[src/rtl/ysyx_23060136_exu_div_ctrl.sv]
// Issue-side controller for the iterative EXU divider: takes one RV64M divide op,
// short-circuits div-by-zero / signed overflow, and formats the result for the pipeline.
module ysyx_23060136_exu_div_ctrl #(
    parameter int XLEN  = 64,
    parameter int TAG_W = 5
) (
    input  logic             clk,
    input  logic             rst,
    input  logic             flush,
    input  logic             in_valid,
    output logic             in_ready,
    input  logic             in_rem,
    input  logic             in_signed,
    input  logic             in_word,
    input  logic [XLEN-1:0]  in_rs1,
    input  logic [XLEN-1:0]  in_rs2,
    input  logic [TAG_W-1:0] in_tag,
    output logic             div_valid,
    input  logic             div_ready,
    output logic [XLEN-1:0]  div_dividend,
    output logic [XLEN-1:0]  div_divisor,
    output logic             div_divw,
    output logic             div_signed,
    input  logic             div_out_valid,
    input  logic [XLEN-1:0]  div_quotient,
    input  logic [XLEN-1:0]  div_remainder,
    output logic             out_valid,
    input  logic             out_ready,
    output logic [XLEN-1:0]  out_result,
    output logic [TAG_W-1:0] out_tag,
    output logic             busy
);

    typedef enum logic [2:0] {
        IDLE  = 3'd0,
        ISSUE = 3'd1,
        WAIT  = 3'd2,
        DONE  = 3'd3,
        DRAIN = 3'd4
    } state_t;

    state_t             state_q, state_d;
    logic [XLEN-1:0]    dividend_q, dividend_d;
    logic [XLEN-1:0]    divisor_q, divisor_d;
    logic               rem_q, rem_d;
    logic               signed_q, signed_d;
    logic               word_q, word_d;
    logic [TAG_W-1:0]   tag_q, tag_d;
    logic [XLEN-1:0]    result_q, result_d;

    logic               divisor_zero;
    logic               overflow;
    logic [XLEN-1:0]    special_raw;

    // W ops always sign-extend bit 31, even for unsigned and bypassed results
    function automatic logic [XLEN-1:0] fmt_w(input logic word, input logic [XLEN-1:0] r);
        return word ? {{(XLEN-32){r[31]}}, r[31:0]} : r;
    endfunction

    always_comb begin
        divisor_zero = in_word ? (in_rs2[31:0] == 32'h0) : (in_rs2 == '0);
        overflow     = in_signed &
                       (in_word ? ((in_rs1[31:0] == 32'h8000_0000) && (in_rs2[31:0] == 32'hFFFF_FFFF))
                                : ((in_rs1 == {1'b1, {(XLEN-1){1'b0}}}) && (in_rs2 == '1)));
        if (divisor_zero) begin
            special_raw = in_rem ? in_rs1 : '1;
        end else begin
            special_raw = in_rem ? '0 : in_rs1;
        end
    end

    always_comb begin
        state_d    = state_q;
        dividend_d = dividend_q;
        divisor_d  = divisor_q;
        rem_d      = rem_q;
        signed_d   = signed_q;
        word_d     = word_q;
        tag_d      = tag_q;
        result_d   = result_q;

        unique case (state_q)
            IDLE: begin
                if (in_valid && !flush) begin
                    dividend_d = in_rs1;
                    divisor_d  = in_rs2;
                    rem_d      = in_rem;
                    signed_d   = in_signed;
                    word_d     = in_word;
                    tag_d      = in_tag;
                    if (divisor_zero || overflow) begin
                        result_d = fmt_w(in_word, special_raw);
                        state_d  = DONE;
                    end else begin
                        state_d  = ISSUE;
                    end
                end
            end
            ISSUE: begin
                if (flush) begin
                    state_d = IDLE;
                end else if (div_ready) begin
                    state_d = WAIT;
                end
            end
            WAIT: begin
                if (div_out_valid) begin
                    if (flush) begin
                        state_d = IDLE;
                    end else begin
                        result_d = fmt_w(word_q, rem_q ? div_remainder : div_quotient);
                        state_d  = DONE;
                    end
                end else if (flush) begin
                    state_d = DRAIN;
                end
            end
            // The divider cannot be aborted, so its late result is swallowed here
            DRAIN: begin
                if (div_out_valid) begin
                    state_d = IDLE;
                end
            end
            DONE: begin
                if (flush || out_ready) begin
                    state_d = IDLE;
                end
            end
            default: state_d = IDLE;
        endcase
    end

    always_ff @(posedge clk) begin
        if (rst) begin
            state_q    <= IDLE;
            dividend_q <= '0;
            divisor_q  <= '0;
            rem_q      <= 1'b0;
            signed_q   <= 1'b0;
            word_q     <= 1'b0;
            tag_q      <= '0;
            result_q   <= '0;
        end else begin
            state_q    <= state_d;
            dividend_q <= dividend_d;
            divisor_q  <= divisor_d;
            rem_q      <= rem_d;
            signed_q   <= signed_d;
            word_q     <= word_d;
            tag_q      <= tag_d;
            result_q   <= result_d;
        end
    end

    assign in_ready     = (state_q == IDLE);
    assign busy         = (state_q != IDLE);
    assign div_valid    = (state_q == ISSUE);
    assign out_valid    = (state_q == DONE);
    assign out_result   = result_q;
    assign out_tag      = tag_q;
    assign div_dividend = dividend_q;
    assign div_divisor  = divisor_q;
    assign div_divw     = word_q;
    assign div_signed   = signed_q;

endmodule

[config.mk]
export PLATFORM = sky130hd
export DESIGN_NAME = ysyx_23060136_exu_div_ctrl
export DESIGN_NICKNAME = d
export VERILOG_FILES = /design/src/rtl/ysyx_23060136_exu_div_ctrl.sv
export SDC_FILE = /design/constraint.sdc
export NUM_CORES = 1
export LEC_CHECK = 0
export CAP_MARGIN = 20
export CELL_PAD_IN_SITES_DETAIL_PLACEMENT = 1
export CELL_PAD_IN_SITES_GLOBAL_PLACEMENT = 2
export CORE_MARGIN = 10
export CORE_UTILIZATION = 23
export CTS_BUF_LIST = sky130_fd_sc_hd__clkbuf_4
export DETAILED_ROUTE_END_ITERATION = 16
export PLACE_DENSITY_LB_ADDON = 0.1
export SYNTH_ARGS = -nofsm -noshare
export SYNTH_HDL_FRONTEND = slang
export SYNTH_SLANG_ARGS = --single-unit
[constraint.sdc]
create_clock -name clk -period 3.2 [get_ports clk]
set_clock_uncertainty 0.15 [all_clocks]
set_input_delay 0.48 -clock clk [delete_from_list [all_inputs] [get_ports clk]]
set_output_delay 0.48 -clock clk [all_outputs]
set_load 0.02 [all_outputs]
# After elaboration in Yosys (flattened, before gate mapping)
# Cells that the tools add are included.
dict set report totals {
  rom_bits 0
  n_memories 0
  latchBits 0
  regBits 203
  ram_bits 0
  word_cells 62
}
dict set report classes {
  div 0
  n_mul 0
  eq_ne 16
  order_cmp 0
  reduce_logical 14
  mux 23
  shift 0
  bitwise_logic 1
  n_addsub 0
}
# op n
set ops {}
lappend ops {{$mux W64} 10}
lappend ops {{$eq A64 B64 Y1 const B} 2}
lappend ops {{$pmux W64 S2} 1}
lappend ops {{$eq A32 B32 Y1 const B} 2}
lappend ops {{$logic_not A64 Y1} 1}
lappend ops {{$logic_not A32 Y1} 1}
lappend ops {{$mux W3} 7}
lappend ops {{$pmux W3 S5} 1}
lappend ops {{$reduce_and A5 Y1} 2}
lappend ops {{$eq A3 B2 Y1 const B} 2}
lappend ops {{$ne A2 B1 Y1 const B} 3}
lappend ops {{$ne A2 B2 Y1 const B} 3}
lappend ops {{$mux W2} 2}
lappend ops {{$eq A3 B1 Y1 const B} 1}
lappend ops {{$eq A3 B3 Y1 const B} 1}
lappend ops {{$logic_and A1 B1 Y1} 3}
lappend ops {{$logic_not A3 Y1} 1}
lappend ops {{$ne A3 B2 Y1 const B} 1}
lappend ops {{$ne A3 B3 Y1 const B} 1}
lappend ops {{$reduce_bool A3 Y1} 1}
lappend ops {{$logic_or A1 B1 Y1} 2}
lappend ops {{$mux W1} 2}
lappend ops {{$reduce_and A2 Y1} 1}
lappend ops {{$reduce_bool A2 Y1} 1}
lappend ops {{2 further kinds} 2}

# Longest topological paths before layout
dict set report depth {
  ltp_word 8
  mapped_depth 9
  ltp_nobuf 6
}

# Worst setup path before layout
# OpenSTA, ideal clock, no wires.
dict set report synth_timing {
  kind {input port to flip-flop}
  from {input port in_rs1[15]}
  to {register result_q[21] (netlist: out_result[21])}
  required_ps 2925
  path_stages 8
  path_slack_ps 811
  path_buffers 2
  t_arrival_ps 2114
  cell_sequence {or4_1 > nor4_1 > nand4_1 > a41oi_1 > o31ai_1 > buf_6 > buf_6 > mux2i_1}
}
dict set report synth_between {
  elab_chain_len 7
  elab_cells_between_ends 9
  classes_between {eq/ne: 3; mux: 1; bitwise: 1; reduce/logical: 4}
}
# item line
set synth_rtl {}
lappend synth_rtl {{start, declared} 15} ;# input logic [XLEN-1:0] in_rs1,
lappend synth_rtl {{$eq A64 B64 Y1 / $eq A32 B32 Y1 (equally long branches)} {64, 63}}
lappend synth_rtl {{$logic_and A1 B1 Y1 (on tied branches)} {64, 63}}
lappend synth_rtl {{$mux W1 *} 63} ;# (in_word ? ((in_rs1[31:0] == 32'h8000_0000) && (in_rs2[31:0] == 32'hFFFF_FFFF))
lappend synth_rtl {{$and A1 B1 Y1 *} 62} ;# overflow = in_signed &
lappend synth_rtl {{$logic_or A1 B1 Y1 *} 91} ;# if (divisor_zero || overflow) begin
lappend synth_rtl {{$ne A2 B1 Y1 (no source line) *} --}
lappend synth_rtl {{$reduce_and A5 Y1 (no source line) *} --}
lappend synth_rtl {{end signal, assigned} 151} ;# result_q <= result_d;
lappend synth_rtl {{end, declared} 49} ;# logic [XLEN-1:0] result_q, result_d;
# Mark *: on every way between the ends. The rest lies on a longest branch, timed or not.
# A chain may end at the register's enable or synchronous reset.

# Final worst setup path
dict set report layout_timing {
  from {register state_q[1]}
  to {output port busy}
}
dict set report layout_between {
  elab_chain_len 1
}
# item line
set layout_rtl {}
lappend layout_rtl {{start, declared} 42} ;# state_t state_q, state_d;
lappend layout_rtl {{start signal, assigned} 144} ;# state_q <= state_d;
lappend layout_rtl {{$reduce_bool A3 Y1} 156} ;# assign busy = (state_q != IDLE);
lappend layout_rtl {{end, declared} 31} ;# output logic busy
# Every way passes these cells.

==> flow_summary.yaml <==
drt:
  via_per_instance_ratio: 4.75
  route.antenna.remaining_nets: 0
  postRouteWirelength_um: 56100
  detailed_route_wire_length_per_cell_um: 23.0
  drt_iter0_markers: 573
  post-route-drc-count: 0
  num_vias: 11581
  firstDrtPassIters: 5
synth:
  main_combinational_cell_family_by_area_after_synthesis: "compound AO/OA/AOI/OAI gates"
  post_synth_xor_area_fraction: 0
  netlist-cell-type-count: 49
  asyncSetResetFlopFracSynth: 0
  synthesis.instances: 1316
  synth.avg_cell_area_um2: 7.91
  number_of_synthesis_warnings: 0
  post-synth-top-area-fraction: 0.390
  register_area_share_after_synthesis: 0.390
  fraction_of_the_mapped_netlist_area_in_simple_logic_gates: 0.203
  ys.flop_type: "sky130_fd_sc_hd__dfxtp_1"
  syn_nets: 1587
  post_synth_mux_area_share: 0.124
  fraction_of_the_mapped_netlist_area_in_compound_gates: 0.218
  post_synth_main_area_contributors: "sky130_fd_sc_hd__dfxtp_1 39%, sky130_fd_sc_hd__mux2i_1 12%, sky130_fd_sc_hd__nand2_1 11%"
  synth_enable_flop_cells: 0
  yosys.area_share.adder: 0
  synthDominantAreaCellType: "sky130_fd_sc_hd__dfxtp_1"
  yosys_register_bits: 203
  synth_cell_area_um2: 10400
sta:
  post-route-min-period_ps: 2990
  setup_tns_ps: 0
  hold_slack_ps: 135
  min_period_over_period: 0.936
  max_slew.worst_pin.slew_ps: 1080
  max-slew-margin-rel: 0.277
  max_clock_freq_mhz: 334
  finalSetupViolations: 0
  rsz_0062_raised_after_global_routing: "false"
  report.final.hold_viol_count: 0
  slew_violations: 0
die:
  dieHeight_um: 233
  starting_density_of_the_core: 0.234
  std_cell_rows: 77
  die_width_um: 233
  die_area_um2: 54200
  ioPinCount: 474
  design.core.area_um2: 44500
global_route:
  grt_antenna_before_repair: 13
  grt_overflow: 0
  grt_first_pass_wirelength_um: 81700
  grt.total_usage: 0.200
  maximum_number_of_pins_on_one_net_before_global_route_repair: 151
  vias_in_the_first_global_route: 12360
clock_tree:
  root_buffer: "sky130_fd_sc_hd__clkbuf_4"
  worst_skew_pair.late_latency_ps: 750
  clkSinkCount: 203
  cts_hold_buf: 0
  cts.repair_timing.setup_buffer_count: 0
  cts_made_buffers: 67
  path_clk_slew_ps: 60
  clock_path_buffers: 3
  htreeDepth: 3
  cts_tree: "built"
setup_path:
  ordered_cell_list_for_the_critical_path: "or3_1 > clkdlybuf4s50_1"
  crit_family: "buffers and inverters"
  critical_path_buf_inv_count: 1
  worst_r2r_path_depth: 6
  capturing_point_of_the_worst_reg2reg_path: "out_result[57]"
  cp.required_ps: 2570
  crit_fanout: 13
  crit_path_top_delay_cell: "sky130_fd_sc_hd__clkdlybuf4s50_1"
  setup.reg_to_reg.worst_slack_ps: 760
  cp_slowest_stage_delay_ps: 730
  critical_path.startpoint_type: "flop"
  critPathKind: "reg -> out"
  endpoint_kind: "primary output"
  timing.critical_path.arrival_ps: 2360
  origin_of_the_critical_flop_to_flop_path: "state_q[1]"
power_and_ir_drop:
  power_leakage_nw: 6.27
  p_total_mw: 6.95
  power.ir.vdd_worst_v: 0.000228
  power.density_cell_area_nw_per_um2: 413
worst_hold_path:
  hold-path-endpoint: "out_tag[0]"
  worst_hold_startpoint: "in_tag[0]"
  worstHoldPathType: "in -> reg"
  holdPathStages: 3
placement:
  place.gp.congestion: 0.796
  detailed_place.area_um2: 16000
  placement.io_buffers: 473
  estimated_wirelength_of_the_detail_placed_design_um: 42400
cells_and_area:
  finalNetCount: 2065
  layout-area-overhead-vs-synth_pct: 61.9
  layout-drive-gt1-share: 0.0957
  final_util: 0.379
  final_cell_area_um2: 16900
flow_run:
  max_cap_viol_count: 0
run_status:
  run_status: "complete, no violations"
[cells by family after synthesis]
kind of cell,count (synthesis)
compound gates,377
simple gates,449
buf+inv,158
flops,203
mux,129
[power by group]
group | switching, mW | internal [mW]
Clock | 1.30 | 1.63
Sequential | 0.0478 | 2.62
Combinational | 0.699 | 0.656
Total | 2.05 | 4.91
[metal layers]
layer | vias up | share of wire | track usage
met5 | - | 0.0017 | 0
li1 | 5637 | - | -
met1 | 5514 | 0.44 | 0.251
met2 | 332 | 0.45 | 0.312
met4 | 16 | 0.017 | 0.0532
met3 | 82 | 0.085 | 0.0798
[layout make-up]
type / count / area [um^2]
Inverter: 37 / 139
Timing Repair Buffer: 530 / 5300
Antenna cell: 8 / 20.0
Tap cell: 592 / 741
Sequential cell: 203 / 4070
Multi-Input combinational cell: 955 / 5710
Fill cell: 5322 / 27700
Clock inverter: 17 / 143
Clock buffer: 98 / 736
[worst max-delay path by stage]
stage	start	endpoint	cells past startpoint
after floorplan	in_rs1[15]	out_result[21]	8
after global placement	in_rs1[15]	out_result[17]	9
after detailed placement	in_rs1[15]	out_result[16]	9
after CTS	state_q[1]	busy	2
after global routing	state_q[1]	busy	2
final	state_q[1]	busy	2
[Yosys cell counts, drive strengths merged (2+ instances only)]
library cell and count:
buf 23, inv 37, or4 4, dfxtp 203, mux2i 127, o211ai 32
o21a 14, nor4b 3, or3 2, a211oi 14, nand3 2, and4 6
clkbuf 98, nor3b 2, nor4 29, a41oi 20, nor2 7, nand4 16
nand4b 2, o31ai 21, a31oi 19, a21oi 192, nor3 4, mux2 2
nand2 295, o21ai 47, nor2b 3, nand2b 68, a211o 14
[flip-flops by register name, indices dropped and copies added (netlist names)]
register,cells
div_dividend,64
div_divisor,64
out_result,64
out_tag,5
state_q,3
div_divw,1
div_signed,1
rem_q,1
[timing repair]
item / in CTS / in global routing
setup endpoints to repair: 1 / 1
gates resized for setup: 1 / 1
gates cloned: 0 / 0
[cell usage in the layout, fill, tap and decap left out, types with 8 or more instances in the layout]
cell type                         count
sky130_fd_sc_hd__nand4_1             16
sky130_fd_sc_hd__buf_4               46
sky130_fd_sc_hd__diode_2              8
sky130_fd_sc_hd__a31oi_1             19
sky130_fd_sc_hd__o211ai_1            32
sky130_fd_sc_hd__o21a_1              14
sky130_fd_sc_hd__nand2b_1            68
sky130_fd_sc_hd__buf_12              11
sky130_fd_sc_hd__inv_1               37
sky130_fd_sc_hd__a211o_1             14
sky130_fd_sc_hd__a21oi_1            190
sky130_fd_sc_hd__o21ai_1              9
sky130_fd_sc_hd__mux2i_1            127
sky130_fd_sc_hd__o21ai_0             38
sky130_fd_sc_hd__clkbuf_4            98
sky130_fd_sc_hd__nor4_1              29
sky130_fd_sc_hd__clkinv_1            13
sky130_fd_sc_hd__dfxtp_1            202
sky130_fd_sc_hd__nand2_1            294
sky130_fd_sc_hd__a41oi_1             20
sky130_fd_sc_hd__clkdlybuf4s50_1    469
sky130_fd_sc_hd__o31ai_1             19
sky130_fd_sc_hd__a211oi_1            14
[through the flow]
step           setup slack, ps  instances
6_report                   206       2440
5_1_grt                   21.6       2439
4_1_cts                   92.8       2432
3_5_place_dp              -318       2317
3_3_place_gp              -311       2317
2_1_floorplan              811       1316
[worst min-delay path, stage by stage]
cell	delay (ps)
sky130_fd_sc_hd__clkdlybuf4s50_1	400
sky130_fd_sc_hd__nand2_1	50
sky130_fd_sc_hd__a21oi_1	50
Note: power is estimated with default switching activity, not from simulation.
